<file path="config.mk">
export PLATFORM = sky130hd
export DESIGN_NAME = inst_prefetch_queue
export DESIGN_NICKNAME = d
export VERILOG_FILES = /design/src/rtl/inst_prefetch_queue_pkg.sv /design/src/rtl/inst_prefetch_queue_fetch_fifo.sv /design/src/rtl/inst_prefetch_queue.sv
export SDC_FILE = /design/constraint.sdc
export NUM_CORES = 1
export LEC_CHECK = 0
export BUFFER_PORTS_ARGS = -buffer_cell sky130_fd_sc_hd__buf_2
export CAP_MARGIN = 20
export CORE_ASPECT_RATIO = 2
export CORE_MARGIN = 4
export CORE_UTILIZATION = 55
export DETAILED_ROUTE_END_ITERATION = 8
export PLACE_DENSITY = 0.76
export SETUP_SLACK_MARGIN = 0.5
export SLEW_MARGIN = 0
export SYNTH_ARGS = -nofsm -noshare
export SYNTH_HDL_FRONTEND = slang
export SYNTH_SLANG_ARGS = --single-unit
</file>
<file path="constraint.sdc">
create_clock -name clk -period 22.8 [get_ports clk]
set_input_delay 2.28 -clock clk [delete_from_list [all_inputs] [get_ports clk]]
set_output_delay 2.28 -clock clk [all_outputs]
set_load 0.01 [all_outputs]
</file>
<file path="src/rtl/inst_prefetch_queue_pkg.sv">
// inst_prefetch_queue_pkg: shared constants and FSM encoding for the instruction prefetch queue
package inst_prefetch_queue_pkg;
  localparam logic [31:0] INST_NOP = 32'h0000_0033;
  typedef enum logic [1:0] {IDLE, REQ, DROP} pfq_state_t;
endpackage

</file>
<file path="src/rtl/inst_prefetch_queue_fetch_fifo.sv">
// fetch_fifo: DEPTH-entry FIFO of {pc, inst} pairs with push, pop, flush and occupancy count
module fetch_fifo #(
  parameter int DEPTH = 4,
  parameter int W = 64
) (
  input  logic                     clk,
  input  logic                     rst,
  input  logic                     push,
  input  logic                     pop,
  input  logic                     flush,
  input  logic [W-1:0]             push_data,
  output logic [W-1:0]             head,
  output logic [$clog2(DEPTH):0]   count
);
  localparam int AW = $clog2(DEPTH);
  logic [W-1:0] mem [DEPTH];
  logic [AW-1:0] rd_ptr, wr_ptr;
  assign head = mem[rd_ptr];
  always_ff @(posedge clk)
    if (push && !flush) mem[wr_ptr] <= push_data;
  always_ff @(posedge clk or negedge rst)
    if (!rst) begin
      rd_ptr <= '0;
      wr_ptr <= '0;
      count  <= '0;
    end else if (flush) begin
      rd_ptr <= '0;
      wr_ptr <= '0;
      count  <= '0;
    end else begin
      rd_ptr <= rd_ptr + AW'(pop);
      wr_ptr <= wr_ptr + AW'(push);
      count  <= count + (AW+1)'(push) - (AW+1)'(pop);
    end
endmodule

</file>
<file path="src/rtl/inst_prefetch_queue.sv">
// inst_prefetch_queue: sequential instruction prefetcher feeding the IF/ID register,
// with one outstanding memory request and flush-and-redirect on taken branches.
module inst_prefetch_queue
  import inst_prefetch_queue_pkg::*;
#(
  parameter int          DEPTH    = 4,
  parameter logic [31:0] RESET_PC = 32'h0
) (
  input  logic                   clk,
  input  logic                   rst,
  input  logic                   redirect_valid,
  input  logic [31:0]            redirect_pc,
  output logic                   imem_req,
  output logic [31:0]            imem_addr,
  input  logic                   imem_ack,
  input  logic [31:0]            imem_rdata,
  input  logic                   if_ready,
  output logic                   if_valid,
  output logic [31:0]            if_inst,
  output logic [31:0]            if_pc,
  output logic [$clog2(DEPTH):0] occupancy
);
  localparam int AW = $clog2(DEPTH);
  localparam logic [AW+1:0] FULL = (AW+2)'(DEPTH);
  pfq_state_t state, state_nx;
  logic [31:0] fetch_pc, fetch_nx, drop_addr, drop_nx;
  logic [63:0] head;
  logic push, pop;
  logic [AW+1:0] occ_after;
  assign push      = state == REQ && imem_ack && !redirect_valid;
  assign pop       = if_valid && if_ready;
  assign occ_after = {1'b0, occupancy} + (AW+2)'(push) - (AW+2)'(pop);
  assign imem_req  = state != IDLE;
  // While dropping, the stale request keeps its original address; fetch_pc already holds the target.
  assign imem_addr = state == DROP ? drop_addr : fetch_pc;
  assign if_valid  = occupancy != '0;
  assign if_pc     = if_valid ? head[63:32] : '0;
  assign if_inst   = if_valid ? head[31:0] : INST_NOP;
  always_comb begin
    state_nx = state;
    fetch_nx = fetch_pc;
    drop_nx  = drop_addr;
    if (redirect_valid) begin
      state_nx = (state != IDLE && !imem_ack) ? DROP : REQ;
      fetch_nx = redirect_pc & ~32'h3;
      drop_nx  = state == REQ ? fetch_pc : drop_addr;
    end else if (state == IDLE) begin
      state_nx = {1'b0, occupancy} < FULL ? REQ : IDLE;
    end else if (imem_ack) begin
      fetch_nx = push ? fetch_pc + 32'd4 : fetch_pc;
      state_nx = (state == DROP || occ_after < FULL) ? REQ : IDLE;
    end
  end
  always_ff @(posedge clk or negedge rst)
    if (!rst) begin
      state     <= IDLE;
      fetch_pc  <= RESET_PC;
      drop_addr <= '0;
    end else begin
      state     <= state_nx;
      fetch_pc  <= fetch_nx;
      drop_addr <= drop_nx;
    end
  fetch_fifo #(.DEPTH(DEPTH), .W(64)) u_fifo (
    .clk(clk),
    .rst(rst),
    .push(push),
    .pop(pop),
    .flush(redirect_valid),
    .push_data({fetch_pc, imem_rdata}),
    .head(head),
    .count(occupancy)
  );
endmodule

</file>
# Yosys cells after proc, flatten, opt, wreduce, memory -nomap -nowiden

Memory sizes are Yosys's and may differ from the RTL's.
Cells that the tools add are included.

Add/subtract/negate cells: 7
Magnitude comparators: 2
Muxes and demuxes: 18
Reduce and logical (&&, ||, !) cells: 16
Equality and inequality tests: 3

Operators by type and width:

| kind                                                                         | number |
|---|---|
| 32-bit two-way mux                                                           | 7 |
| 32-bit by 3-bit adder with 32-bit output, second input constant              | 1 |
| 2-bit two-way mux                                                            | 6 |
| 2-bit nonzero test                                                           | 3 |
| 3-bit nonzero test                                                           | 2 |
| 1-bit logical AND                                                            | 5 |
| 2-bit by 1-bit adder with 2-bit output                                       | 2 |
| 3-bit by 1-bit adder with 4-bit output                                       | 1 |
| 4-bit by 3-bit less-than comparator with 1-bit output, second input constant | 1 |
| 1-bit two-way mux                                                            | 4 |
| 4-bit by 1-bit subtractor with 4-bit output                                  | 1 |
| 3-bit by 1-bit adder with 3-bit output                                       | 1 |
| 3-bit less-than comparator, second input constant                            | 1 |
| 3-bit two-way mux                                                            | 1 |
| 3-bit AND reduction                                                          | 1 |
| 3-bit by 1-bit subtractor with 3-bit output                                  | 1 |
| 2-bit by 1-bit == test with 1-bit output, second input constant              | 1 |
| 2-bit == test, second input constant                                         | 1 |
| 1-bit logical NOT                                                            | 2 |
| 2-bit logical NOT                                                            | 1 |
| 2-bit inequality test, second input constant                                 | 1 |
| 2-bit AND reduction                                                          | 1 |
| 1-bit logical OR                                                             | 1 |

Bits in writable memories: 256
Input bits: 69
Memories kept: 1
Logic and storage cells: 53
Bits in registers: 73
Output and inout port bits: 101

Memory list:

| name       | words | width | rd ports | clocked after memory_dff | write ports | line                                 | source |
|---|---|---|---|---|---|---|---|
| u_fifo.mem | 4     | 64    | 1        | 0                        | 1           | inst_prefetch_queue_fetch_fifo.sv:16 | `logic [W-1:0] mem [DEPTH];` |

# Logic depth before layout (Yosys ltp)

Depth in word-level cells: 11
Gate-level depth with buffers: 10

# Cells and area by module

From an unflattened synthesis, not the netlist that was laid out.

Cells, all modules: 781
Area, all modules: 13610.6 µm²

Modules (own cells, without submodules):

| module              | times used | seq. area each (µm²) | area an instance (µm²) | cells an instance |
|---|---|---|---|---|
| fetch_fifo          | 1          | 7862.5               | 9683.0                 | 364 |
| inst_prefetch_queue | 1          | 1551.5               | 3927.5                 | 417 |

# Worst setup path after synthesis

OpenSTA, ideal clock, no wires.

Path kind: input to register
Start: in redirect_valid
End: mem u_fifo.mem[1][0] (enable)
Data arrival time: 9173 ps
Setup slack: 12970 ps
Cell stages on the path: 3
Setup time: 657 ps
Buffers on the path: 2
Path through: clkbuf_1 -> clkbuf_1 -> nor4b_1

Longest elaborated chain between the ends: 5

RTL lines:

| item                                        | line                                                            | source |
|---|---|---|
| from (decl)                                 | inst_prefetch_queue.sv:11                                       | `input logic redirect_valid,` |
| 1-bit logical NOT (*)                       | inst_prefetch_queue_fetch_fifo.sv:20, inst_prefetch_queue.sv:30 |  |
| 1-bit logical AND                           | inst_prefetch_queue.sv:30                                       | `assign push = state == REQ && imem_ack && !redirect_valid;` |
| 1-bit logical AND (*)                       | inst_prefetch_queue_fetch_fifo.sv:20                            | `if (push && !flush) mem[wr_ptr] <= push_data;` |
| 1-bit two-way mux (*)                       | inst_prefetch_queue_fetch_fifo.sv:20                            |  |
| 1-bit two-way mux (not written as such) (*) | inst_prefetch_queue_fetch_fifo.sv:20                            |  |
| to (decl)                                   | inst_prefetch_queue_fetch_fifo.sv:16                            |  |

Every way passes the cells marked *; elsewhere a longest branch is shown, timed or not.

# Worst setup path in the final report

Start: reg u_fifo.rd_ptr[0]
End: out if_inst[4]

Longest elaborated chain between the ends: 2

RTL lines:

| item                   | line                                 | source |
|---|---|---|
| from (decl)            | inst_prefetch_queue_fetch_fifo.sv:17 | `logic [AW-1:0] rd_ptr, wr_ptr;` |
| from (signal assigned) | inst_prefetch_queue_fetch_fifo.sv:31 | `rd_ptr <= rd_ptr + AW'(pop);` |
| memory 4 x 64 bit      | --                                   |  |
| 32-bit two-way mux     | inst_prefetch_queue.sv:38            | `assign if_inst = if_valid ? head[31:0] : INST_NOP;` |
| to (decl)              | inst_prefetch_queue.sv:19            | `output logic [31:0] if_inst,` |

No other way between the ends.

==> results.cfg <==
[job]
drv.max_cap_violation_count = 0

[timing]
timing.final.max_slew_violations = 0
setup-violations-final = 0
fin_skew_ns = 0.0106
finalWorstPathRequiredPeriod_ns = 5.31
totalNegativeSetupSlack_ns = 0
final-hold-violation-count = 0
finalCritPeriodShare_pct = 23.3
rsz_0062_raised_after_global_routing = false
timing.slew.headroom_pct = 25.6
worst_pin_slew_ns = 1.10
achievable-frequency_mhz = 188

[cells_and_area]
syn_to_final_growth_pct = 14.6
diodes = 0
finish.utilization_pct = 64.2
layout.filler_cells = 1696
drive_above_1_share_pct = 36.5
layout.nets = 1003

[place]
detailed_place_hpwl_um = 15800
port_buffers = 163
gpl.final_weighted_congestion = 0.791

[worst_setup_path]
setup.worst_path.start_class = flop
critical-path-max-stage-delay_ns = 0.76
critical_path_end_type = output port
worst_ep_required_time_ns = 20.52
timing.rr.start = u_fifo.count[1]$_DFF_PN0_
cpMaxStageDelayCell = buf_4
r2r_end = state[0]$_DFFE_PN0P_
ff2ff_setup_slack_ns = 19.99
cp.arrival_ns = 3.03
path_cells = buf_4 > mux4_2 > or2_2 > buf_2
path_class = reg -> out
crit_fanout = 42
ff2ff_path_depth = 10

[detailed_routing]
initialDrtViolationCount = 417
num_vias = 7141
drt_pass1_iterations = 4
vias_per_cell = 5.82
wl_final_um = 25300
remaining_drcs = 0
ant_nets = 0
post_drt_wl_per_cell_um = 20.6

[clocking]
clock_tree.buffer_depth = 3
h-tree-depth = 1
numClockSinks = 317
cts-root-buf = clkbuf_16
worstSkewPairLatency_ns = 0.53
tritoncts = done
cts_setup_buffers = 0
cts_made_buffers = 26
path_clk_slew_ns = 0.07
cts_hold_buffers = 0
cts-resized-gates = 0

[pwr]
pwr_density_cell_nw_per_um2 = 105
p_leak_nw = 5.35
irDropWorstVdd_uv = 85.2
report.power.total_mw = 1.58

[synth]
synth_enable_flop_cells = 248
syn_avg_cell_area_um2 = 17.1
synth_cell_types = 46
synth.cell_area_um2 = 13100
ys.flop_type = edfxtp_1
synthesis.instances = 766
synth_area_leader_cell = edfxtp_1
synth-seq-area-share_pct = 69.9
yosys_register_bits = 317
synth_warnings = 0
yosysTopAreaCellShare_pct = 56.8
synth.area.top_cells = edfxtp_1, dfrtp_1, mux4_2
synth-async-reset-ratio_pct = 21.8

[floorplan]
io-pin-count = 170
die-width_um = 117
die_height_um = 226
start_util_pct = 56.0
die_area_um2 = 26500
core_area_um2 = 23400
rows = 79

[grt]
grt_overflow_total = 0
global_route.usage.total_pct = 19.5
grt_first_pass_wirelength_um = 39700
largest_net_degree_at_the_start_of_global_routing = 70
antenna_found_initial = 0
grt_pass1_vias = 7426

[hold_path]
hold_class = reg -> reg
min_to = drop_addr[13]$_DFFE_PN0P_
min_path_cells = 2
hold_path.startpoint = drop_addr[13]$_DFFE_PN0P_

[outcome]
outcome = completed
-- layout by cell type (no fill, tap or decap), types with 10 or more instances in the layout --
cell / count
nor2_1: 21
o21ai_0: 26
dfrtp_1: 67
mux2_2: 52
mux4_2: 62
o31ai_1: 11
or4_1: 16
a31oi_1: 13
nand2_1: 33
inv_1: 10
clkbuf_16: 27
nor2b_1: 65
buf_4: 11
edfxtp_1: 248
nand3_1: 14
buf_2: 163
-- synthesized netlist by cell type, types with 6 or more instances --
cell        n
edfxtp_1  248
dfrtp_1    69
nor2b_1    66
mux4_2     62
mux2_2     52
nand2_1    33
clkbuf_1   30
o21ai_0    26
nor2_1     22
or4_1      16
nand3_1    14
a31oi_1    13
buf_2      11
o31ai_1    11
inv_1      10
xnor2_1     9
ha_1        8
or2_2       7
nand4_1     6
xor2_1      6
-- layout make-up --
class / count / area (um^2) / area share [%]
Timing Repair Buffer: 174 / 898 / 5.97
Sequential cell: 317 / 9180 / 61.0
Tap cell: 283 / 354 / 2.35
Clock buffer: 35 / 736 / 4.89
Inverter: 11 / 41.3 / 0.274
Multi-Input combinational cell: 395 / 3750 / 24.9
Clock inverter: 12 / 90.1 / 0.599
-- metal layers --
layer / track usage (%) / vias up / wire [um]
met5: 0 / - / 0
met4: 7.33 / 0 / 841
met3: 2.22 / 44 / 1020
met2: 34.5 / 193 / 13900
met1: 24.2 / 3624 / 9580
li1: - / 3280 / -
-- power by group --
group / internal (mW) / switching [mW] / total, mW
logic: 0.204 / 0.212 / 0.416
clock network: 0.238 / 0.193 / 0.431
registers: 0.681 / 0.0470 / 0.728
-- cells by family after synthesis --
| logic type | Yosys count | synth area share (%) |
|---|---|---|
| AOI/OAI and AO/OA | 60 | 2.80 |
| DFF | 317 | 69.9 |
| and+or+nand+nor | 192 | 8.31 |
| other | 1 | 0.0286 |
| xor gates and xnor gates | 15 | 1.00 |
| muxes | 115 | 15.2 |
| buffers and inverters | 57 | 1.85 |
| adders and majority gates | 9 | 0.915 |
-- registers in the layout (all words and copies together) (netlist names) --
name / cells
u_fifo.mem: 248
drop_addr: 30
fetch_pc: 30
u_fifo.count: 3
state: 2
u_fifo.rd_ptr: 2
u_fifo.wr_ptr: 2
-- stage by stage --
stage                     hold WS (ns)  worst slack, ns  cells  cell area [um^2]
after floorplan                  0.450            12.97    769             13100
after global placement           0.464            17.92   1180             14200
after detailed placement         0.476            17.93   1180             14200
after CTS                        0.492            17.36   1227             15000
after global routing             0.520            17.22   1227             15000
final                            0.486            17.49   1227             15000
-- worst max path at each step --
stage / startpoint / end / slack, ns / depth (start not counted)
2_1_floorplan: redirect_valid / u_fifo.mem[1][0]$_DFFE_PP_ / 12.97 / 3
3_3_place_gp: u_fifo.rd_ptr[0]$_DFF_PN0_ / if_inst[1] / 17.92 / 4
3_5_place_dp: u_fifo.rd_ptr[0]$_DFF_PN0_ / if_inst[1] / 17.93 / 4
4_1_cts: u_fifo.rd_ptr[0]$_DFF_PN0_ / if_inst[4] / 17.36 / 4
5_1_grt: u_fifo.rd_ptr[0]$_DFF_PN0_ / if_inst[4] / 17.22 / 4
6_report: u_fifo.rd_ptr[0]$_DFF_PN0_ / if_inst[4] / 17.49 / 4
-- critical path: cells and delay by family (launching register included) --
family        cells  cell delay, ns
buf+inv           2            0.90
flops             1            0.70
mux               1            0.59
simple gates      1            0.28
Note: power is estimated with default switching activity, not from simulation.
